$ cat src/rtl/icache_ctrl_pkg.sv
// icache_ctrl_pkg: FSM states, line geometry and address-field helpers shared by the icache slice
package icache_ctrl_pkg;

    localparam int WORDS_PER_LINE = 4;

    typedef enum logic [2:0] {
        ST_IDLE     = 3'd0,
        ST_LOOKUP   = 3'd1,
        ST_MISS_REQ = 3'd2,
        ST_REFILL   = 3'd3,
        ST_RESP     = 3'd4
    } state_e;

    function automatic int tag_lsb(input int idx_bit, input int off_bit);
        return idx_bit + off_bit;
    endfunction

    function automatic int tag_w(input int idx_bit, input int off_bit);
        return 32 - tag_lsb(idx_bit, off_bit);
    endfunction

endpackage

$ cat src/rtl/icache_line_store.sv
// icache_line_store: direct-mapped valid/tag/data arrays, combinational read, synchronous write
module icache_line_store
    import icache_ctrl_pkg::*;
#(
    parameter int IDX_BIT = 4,
    parameter int TAG_W   = 24
) (
    input  logic               clk,
    input  logic               rst,
    input  logic               clr_all_i,
    input  logic [IDX_BIT-1:0] idx_i,
    input  logic [1:0]         rd_word_i,
    output logic               rd_valid_o,
    output logic [TAG_W-1:0]   rd_tag_o,
    output logic [31:0]        rd_data_o,
    input  logic               wr_en_i,
    input  logic [1:0]         wr_word_i,
    input  logic [31:0]        wr_data_i,
    input  logic               set_valid_i,
    input  logic [TAG_W-1:0]   set_tag_i
);

    localparam int LINES = 1 << IDX_BIT;

    logic [LINES-1:0] valid_q;
    logic [TAG_W-1:0] tag_q [LINES];
    logic [31:0]      data_q [LINES][WORDS_PER_LINE];

    assign rd_valid_o = valid_q[idx_i];
    assign rd_tag_o   = tag_q[idx_i];
    assign rd_data_o  = data_q[idx_i][rd_word_i];

    // valid bits: cleared wholesale by reset or flush, set when a refill completes
    always_ff @(posedge clk) begin
        if (rst || clr_all_i) valid_q <= '0;
        else if (set_valid_i) valid_q[idx_i] <= 1'b1;
    end

    // payload arrays: refill beats and the tag need no reset, valid gates their use
    always_ff @(posedge clk) begin
        if (wr_en_i) data_q[idx_i][wr_word_i] <= wr_data_i;
        if (set_valid_i) tag_q[idx_i] <= set_tag_i;
    end

endmodule

$ cat src/rtl/icache_ctrl.sv
// icache_ctrl: blocking direct-mapped instruction cache controller; ICACHE_CTRL_PERF_EN adds hit/miss counters
module icache_ctrl
    import icache_ctrl_pkg::*;
#(
    parameter int IDX_BIT = 4,
    parameter int OFF_BIT = 4
) (
    input  logic        clk,
    input  logic        rst,
    input  logic        cpu_req,
    input  logic [31:0] cpu_addr,
    output logic        cpu_ready,
    output logic        cpu_rvalid,
    output logic [31:0] cpu_rdata,
    input  logic        flush,
    output logic        mem_req,
    output logic [31:0] mem_addr,
    input  logic        mem_ack,
    input  logic        mem_rvalid,
    input  logic [31:0] mem_rdata
`ifdef ICACHE_CTRL_PERF_EN
    ,
    output logic [31:0] hit_cnt,
    output logic [31:0] miss_cnt
`endif
);

    localparam int TAG_LSB = tag_lsb(IDX_BIT, OFF_BIT);
    localparam int TAG_W   = tag_w(IDX_BIT, OFF_BIT);

    localparam logic [2:0] S_IDLE     = ST_IDLE;
    localparam logic [2:0] S_LOOKUP   = ST_LOOKUP;
    localparam logic [2:0] S_MISS_REQ = ST_MISS_REQ;
    localparam logic [2:0] S_REFILL   = ST_REFILL;
    localparam logic [2:0] S_RESP     = ST_RESP;

    logic [2:0]         state_q, state_d;
    logic [31:2]        addr_q, addr_d;
    logic [1:0]         beat_q, beat_d;
    logic               pend_q, pend_d;
    logic               accept, hit, clr_all, wr_en, last_beat;
    logic               rd_valid;
    logic [TAG_W-1:0]   rd_tag, tag;
    logic [IDX_BIT-1:0] idx;
    logic [31:0]        rd_data;
    logic               unused_addr_bits;

    assign unused_addr_bits = ^cpu_addr[1:0];

    assign tag       = addr_q[31:TAG_LSB];
    assign idx       = addr_q[TAG_LSB-1:OFF_BIT];
    assign cpu_ready = state_q == S_IDLE && !flush;
    assign accept    = cpu_req && cpu_ready;
    assign hit       = rd_valid && rd_tag == tag;
    // a pending flush lands in IDLE, i.e. after any refill write of the transaction that saw it
    assign clr_all   = state_q == S_IDLE && (flush || pend_q);
    assign wr_en     = state_q == S_REFILL && mem_rvalid;
    assign last_beat = wr_en && beat_q == 2'd3;

    assign cpu_rvalid = (state_q == S_LOOKUP && hit) || state_q == S_RESP;
    assign cpu_rdata  = cpu_rvalid ? rd_data : 32'd0;
    assign mem_req    = state_q == S_MISS_REQ;
    assign mem_addr   = mem_req ? {addr_q[31:OFF_BIT], {OFF_BIT{1'b0}}} : 32'd0;

    icache_line_store #(
        .IDX_BIT(IDX_BIT),
        .TAG_W  (TAG_W)
    ) u_store (
        .clk        (clk),
        .rst        (rst),
        .clr_all_i  (clr_all),
        .idx_i      (idx),
        .rd_word_i  (addr_q[3:2]),
        .rd_valid_o (rd_valid),
        .rd_tag_o   (rd_tag),
        .rd_data_o  (rd_data),
        .wr_en_i    (wr_en),
        .wr_word_i  (beat_q),
        .wr_data_i  (mem_rdata),
        .set_valid_i(last_beat),
        .set_tag_i  (tag)
    );

    // next state: one request at a time, miss path walks request, refill, response
    always_comb begin
        state_d = S_IDLE;
        case (state_q)
            S_IDLE:     state_d = accept ? S_LOOKUP : S_IDLE;
            S_LOOKUP:   state_d = hit ? S_IDLE : S_MISS_REQ;
            S_MISS_REQ: state_d = mem_ack ? S_REFILL : S_MISS_REQ;
            S_REFILL:   state_d = last_beat ? S_RESP : S_REFILL;
            default:    state_d = S_IDLE;
        endcase
    end

    // datapath next values: request address, refill beat index, deferred flush
    always_comb begin
        addr_d = accept ? cpu_addr[31:2] : addr_q;
        beat_d = state_q == S_MISS_REQ ? 2'd0 : wr_en ? beat_q + 2'd1 : beat_q;
        pend_d = clr_all ? 1'b0 : (flush && state_q != S_IDLE) ? 1'b1 : pend_q;
    end

    // controller registers
    always_ff @(posedge clk) begin
        if (rst) begin
            state_q <= S_IDLE;
            addr_q  <= '0;
            beat_q  <= 2'd0;
            pend_q  <= 1'b0;
        end else begin
            state_q <= state_d;
            addr_q  <= addr_d;
            beat_q  <= beat_d;
            pend_q  <= pend_d;
        end
    end

`ifdef ICACHE_CTRL_PERF_EN
    logic [31:0] hit_cnt_q, miss_cnt_q;

    // lookup outcome counters, free-running modulo 2^32
    always_ff @(posedge clk) begin
        if (rst) begin
            hit_cnt_q  <= 32'd0;
            miss_cnt_q <= 32'd0;
        end else if (state_q == S_LOOKUP) begin
            hit_cnt_q  <= hit ? hit_cnt_q + 32'd1 : hit_cnt_q;
            miss_cnt_q <= hit ? miss_cnt_q : miss_cnt_q + 32'd1;
        end
    end

    assign hit_cnt  = hit_cnt_q;
    assign miss_cnt = miss_cnt_q;
`endif

endmodule

$ cat config.mk
export PLATFORM = sky130hd
export DESIGN_NAME = icache_ctrl
export DESIGN_NICKNAME = d
export VERILOG_FILES = /design/src/rtl/icache_ctrl_pkg.sv /design/src/rtl/icache_line_store.sv /design/src/rtl/icache_ctrl.sv
export SDC_FILE = /design/constraint.sdc
export NUM_CORES = 2
export LEC_CHECK = 0
export ABC_AREA = 1
export CAP_MARGIN = 20
export CELL_PAD_IN_SITES_DETAIL_PLACEMENT = 0
export CELL_PAD_IN_SITES_GLOBAL_PLACEMENT = 1
export CORE_MARGIN = 1.5
export CORE_UTILIZATION = 27
export DETAILED_ROUTE_END_ITERATION = 12
export PLACE_DENSITY = 0.47
export SYNTH_ARGS = -nofsm -noshare
export SYNTH_HDL_FRONTEND = slang
export SYNTH_SLANG_ARGS = --single-unit
$ cat constraint.sdc
create_clock -name clk -period 12.9 [get_ports clk]
set_input_delay 2.58 -clock clk [delete_from_list [all_inputs] [get_ports clk]]
set_output_delay 2.58 -clock clk [all_outputs]
set_load 0.01 [all_outputs]
==> results.toml <==
[timing]
setup-tns-final_ns = 0
hold_viol_final = 0
finalCritPeriodShare_pct = 72.2
finalMaxSlewViolations = 0
tightestPinTransition_ns = 1.25
slew_headroom_pct = 16.2
whs_ns = 0.472
finalSetupViolCount = 0
period_minus_slack_ns = 9.31
timing.fmax_ghz = 0.107
finalClockSkew_ns = 0.0811
rsz0062_at_grt = "false"

[run]
maxCapViolCount = 0

[placed_design]
hpwl_um = 179000
place.gp.congestion = 0.743
numPortBuffers = 130

[clocking]
cts_sinks = 2488
numCtsBuffers = 293
cts_resized = 0
hold_buffers = 0
cts_setup_buffers = 0
h-tree-depth = 5
clock_latency_ns = 0.90
clkTransAtPathRegs_ns = 0.06
tritoncts = "done"
clock_tree.root_cell = "clkbuf_16"
clockBufferDepth = 4

[layout]
nets = 7992
area_delta_synth_final_pct = 16.1
drive_above_1_share_pct = 9.44

[global_route]
grt_overflow = 0
track_usage_pct = 18.3
grt_start_max_net_pins = 196
antenna_found_initial = 36
grt_first_pass_wirelength_um = 486000
grt_pass1_vias = 62600

[worst_setup_path]
reg2reg_from = "state_q[1]$_SDFF_PP0_"
cp.arrival_ns = 6.73
path_class = "flip-flop to output pin"
r2r_end = "u_store.data_q[15][10]$_DFFE_PP_"
crit_fanout = 138
reg2reg_slack_ns = 8.61
worst_ep_required_time_ns = 10.32
r2r_cells = 8
worstSetupEndpointType = "output pin"
startpoint_type = "flip-flop"
endpoint = "cpu_rdata[9]"

[pwr]
switching_share_pct = 24.5
clkPwrFrac_pct = 43.2
seqPwrFrac_pct = 48.9
cellPowerDensity_nw_per_um2 = 158
total_switching_power_mw = 4.47
p_leak_nw = 37.7
peakVddDrop_v = 0.000106
comb_power_share_pct = 7.9
p_int_mw = 13.8

[yosys]
synth-compound-area-share_pct = 8.91
synth_top_area_share_pct = 73.6
muxShareOfSynthArea_pct = 0
ys_seq_area_share_pct = 74.7
synth_edf_count = 2432
synthSimpleGateAreaFrac_pct = 13.3
netlist_top_cells_count = "edfxtp_1 (2,432), nand2_1 (1,492), nor2_1 (867)"
yosysWarnings = 0
synthTopCellsByArea = "edfxtp_1 (74%), nand2_1 (5.6%), nand3_1 (4.1%), o21ai_0 (3.8%), nor2_1 (3.3%)"
postSynthCellCount = 7844
synth_xor_area_share_pct = 0
synth_top_family_by_area = "simple AND/OR/NAND/NOR gates"
ys_ff_latch = 2488
syn_avg_cell_area_um2 = 12.7
ys.flop_type = "edfxtp_1"
yosys.area_share.adder_pct = 0.0504
yosys.area.top_type = "edfxtp_1"
synth_area_um2 = 99300
synth.most_common_cell = "edfxtp_1"
ys_async_sr_fraction_pct = 0
synth_cell_types = 37

[routing]
ant_nets = 0
vias = 63700
route.detailed.drc = 0
drt_wl_total_um = 349000
wl_per_cell_um = 26.9
viasPerCell = 4.91
first_iter_violations = 5573
dr.pass1.iters = 5

[floorplanning]
start_util_pct = 27.1
die_w_um = 609
coreArea_um2 = 366000
die_h_um = 609
std_cell_rows = 222
ios = 137
dieArea_um2 = 371000

[run_status]
status = "finished clean"

[min_path]
hold_path_class = "flip-flop to flip-flop"
[worst max-delay path: stages, from the launching register on]
cell             delay (ns)
dfxtp_4                0.85
buf_12                 0.57
buf_4                  0.65
buf_4                  0.71
nor2_1                 0.11
o221ai_1               0.22
nand3_1                0.13
nand2_1                0.14
nor2_1                 0.11
o21ai_0                0.83
nand2_1                0.16
a21oi_2                0.41
clkdlybuf4s50_1        0.63
[cell usage in the layout, fill, tap and decap left out, types with 69 or more instances in the layout]
master              n
buf_4             179
clkinv_1           69
clkdlybuf4s50_1    98
a21oi_1           221
edfxtp_1         2432
clkbuf_16         303
o221ai_1          214
inv_1             126
nand3_1           815
nand2_1          1487
o21ai_0           736
clkbuf_1           84
nor2_1            803
[registers in the layout, summed over array words and instances (netlist names), named ones only]
| register | count |
|---|---|
| addr_q | 30 |
| beat_q | 2 |
| pend_q | 1 |
| state_q | 3 |
| u_store.data_q | 2048 |
| u_store.tag_q | 384 |
| u_store.valid_q | 16 |
[metal layers]
metal | routed length (um) | GRT usage (%) | vias to the layer above
met2 | 160000 | 29.2 | 1760
met1 | 157000 | 25.1 | 32600
met5 | 30 | 0 | -
met4 | 12300 | 6.22 | 6
met3 | 19900 | 3.14 | 447
li1 | - | - | 28900
[per-stage QoR]
step / util, % / setup slack [ns] / total power, mW / cell area, um2 / std cells
final: 31.5 / 3.59 / 18.3 / 115000 / 13000
after floorplan: - / 6.87 / 9.89 / 99300 / 7847
after global placement: 29.0 / 4.54 / 10.6 / 106000 / 12400
after CTS: 31.5 / 3.52 / 18.5 / 115000 / 13000
after detailed placement: 29.0 / 4.53 / 10.6 / 106000 / 12400
after global routing: 31.5 / 3.19 / 18.9 / 115000 / 13000
[cell type report]
cell class,instances,area (um2)
timing repair buffer,329,2890
sequential,2488,74200
antenna,6,15.0
multi-input combinational,4673,22600
fill,36300,251000
tap,4816,6030
clock buffer,392,7970
inverter,133,534
clock inverter,141,1040
[worst min path at each step]
stage / from / to / depth (start not counted)
floorplan: u_store.valid_q[1]$_SDFFE_PP0P_ / u_store.valid_q[1]$_SDFFE_PP0P_ / 2
global placement: u_store.valid_q[9]$_SDFFE_PP0P_ / u_store.valid_q[9]$_SDFFE_PP0P_ / 2
detailed placement: u_store.valid_q[3]$_SDFFE_PP0P_ / u_store.valid_q[3]$_SDFFE_PP0P_ / 2
CTS: u_store.valid_q[3]$_SDFFE_PP0P_ / u_store.valid_q[3]$_SDFFE_PP0P_ / 2
global route: u_store.valid_q[14]$_SDFFE_PP0P_ / u_store.valid_q[14]$_SDFFE_PP0P_ / 2
finish: u_store.valid_q[12]$_SDFFE_PP0P_ / u_store.valid_q[12]$_SDFFE_PP0P_ / 2
[power by group through the flow]
stage	Clock, mW	Sequential [mW]	Combinational [mW]
2_1_floorplan	0	9.08	0.818
3_3_place_gp	0	9.10	1.45
3_5_place_dp	0	9.10	1.46
4_1_cts	8.10	8.93	1.46
5_1_grt	8.40	8.93	1.58
6_report	7.89	8.93	1.43
[logic make-up (layout without fill, tap and decap cells)]
kind of cell / after synthesis / after routing
flops: 2488 / 2488
fa+ha+maj: 4 / 4
buf+inv: 686 / 995
other cells: 1 / 10
compound gates: 1450 / 1450
simple gates: 3215 / 3215
No activity file was read; power rests on OpenSTA's default activity.
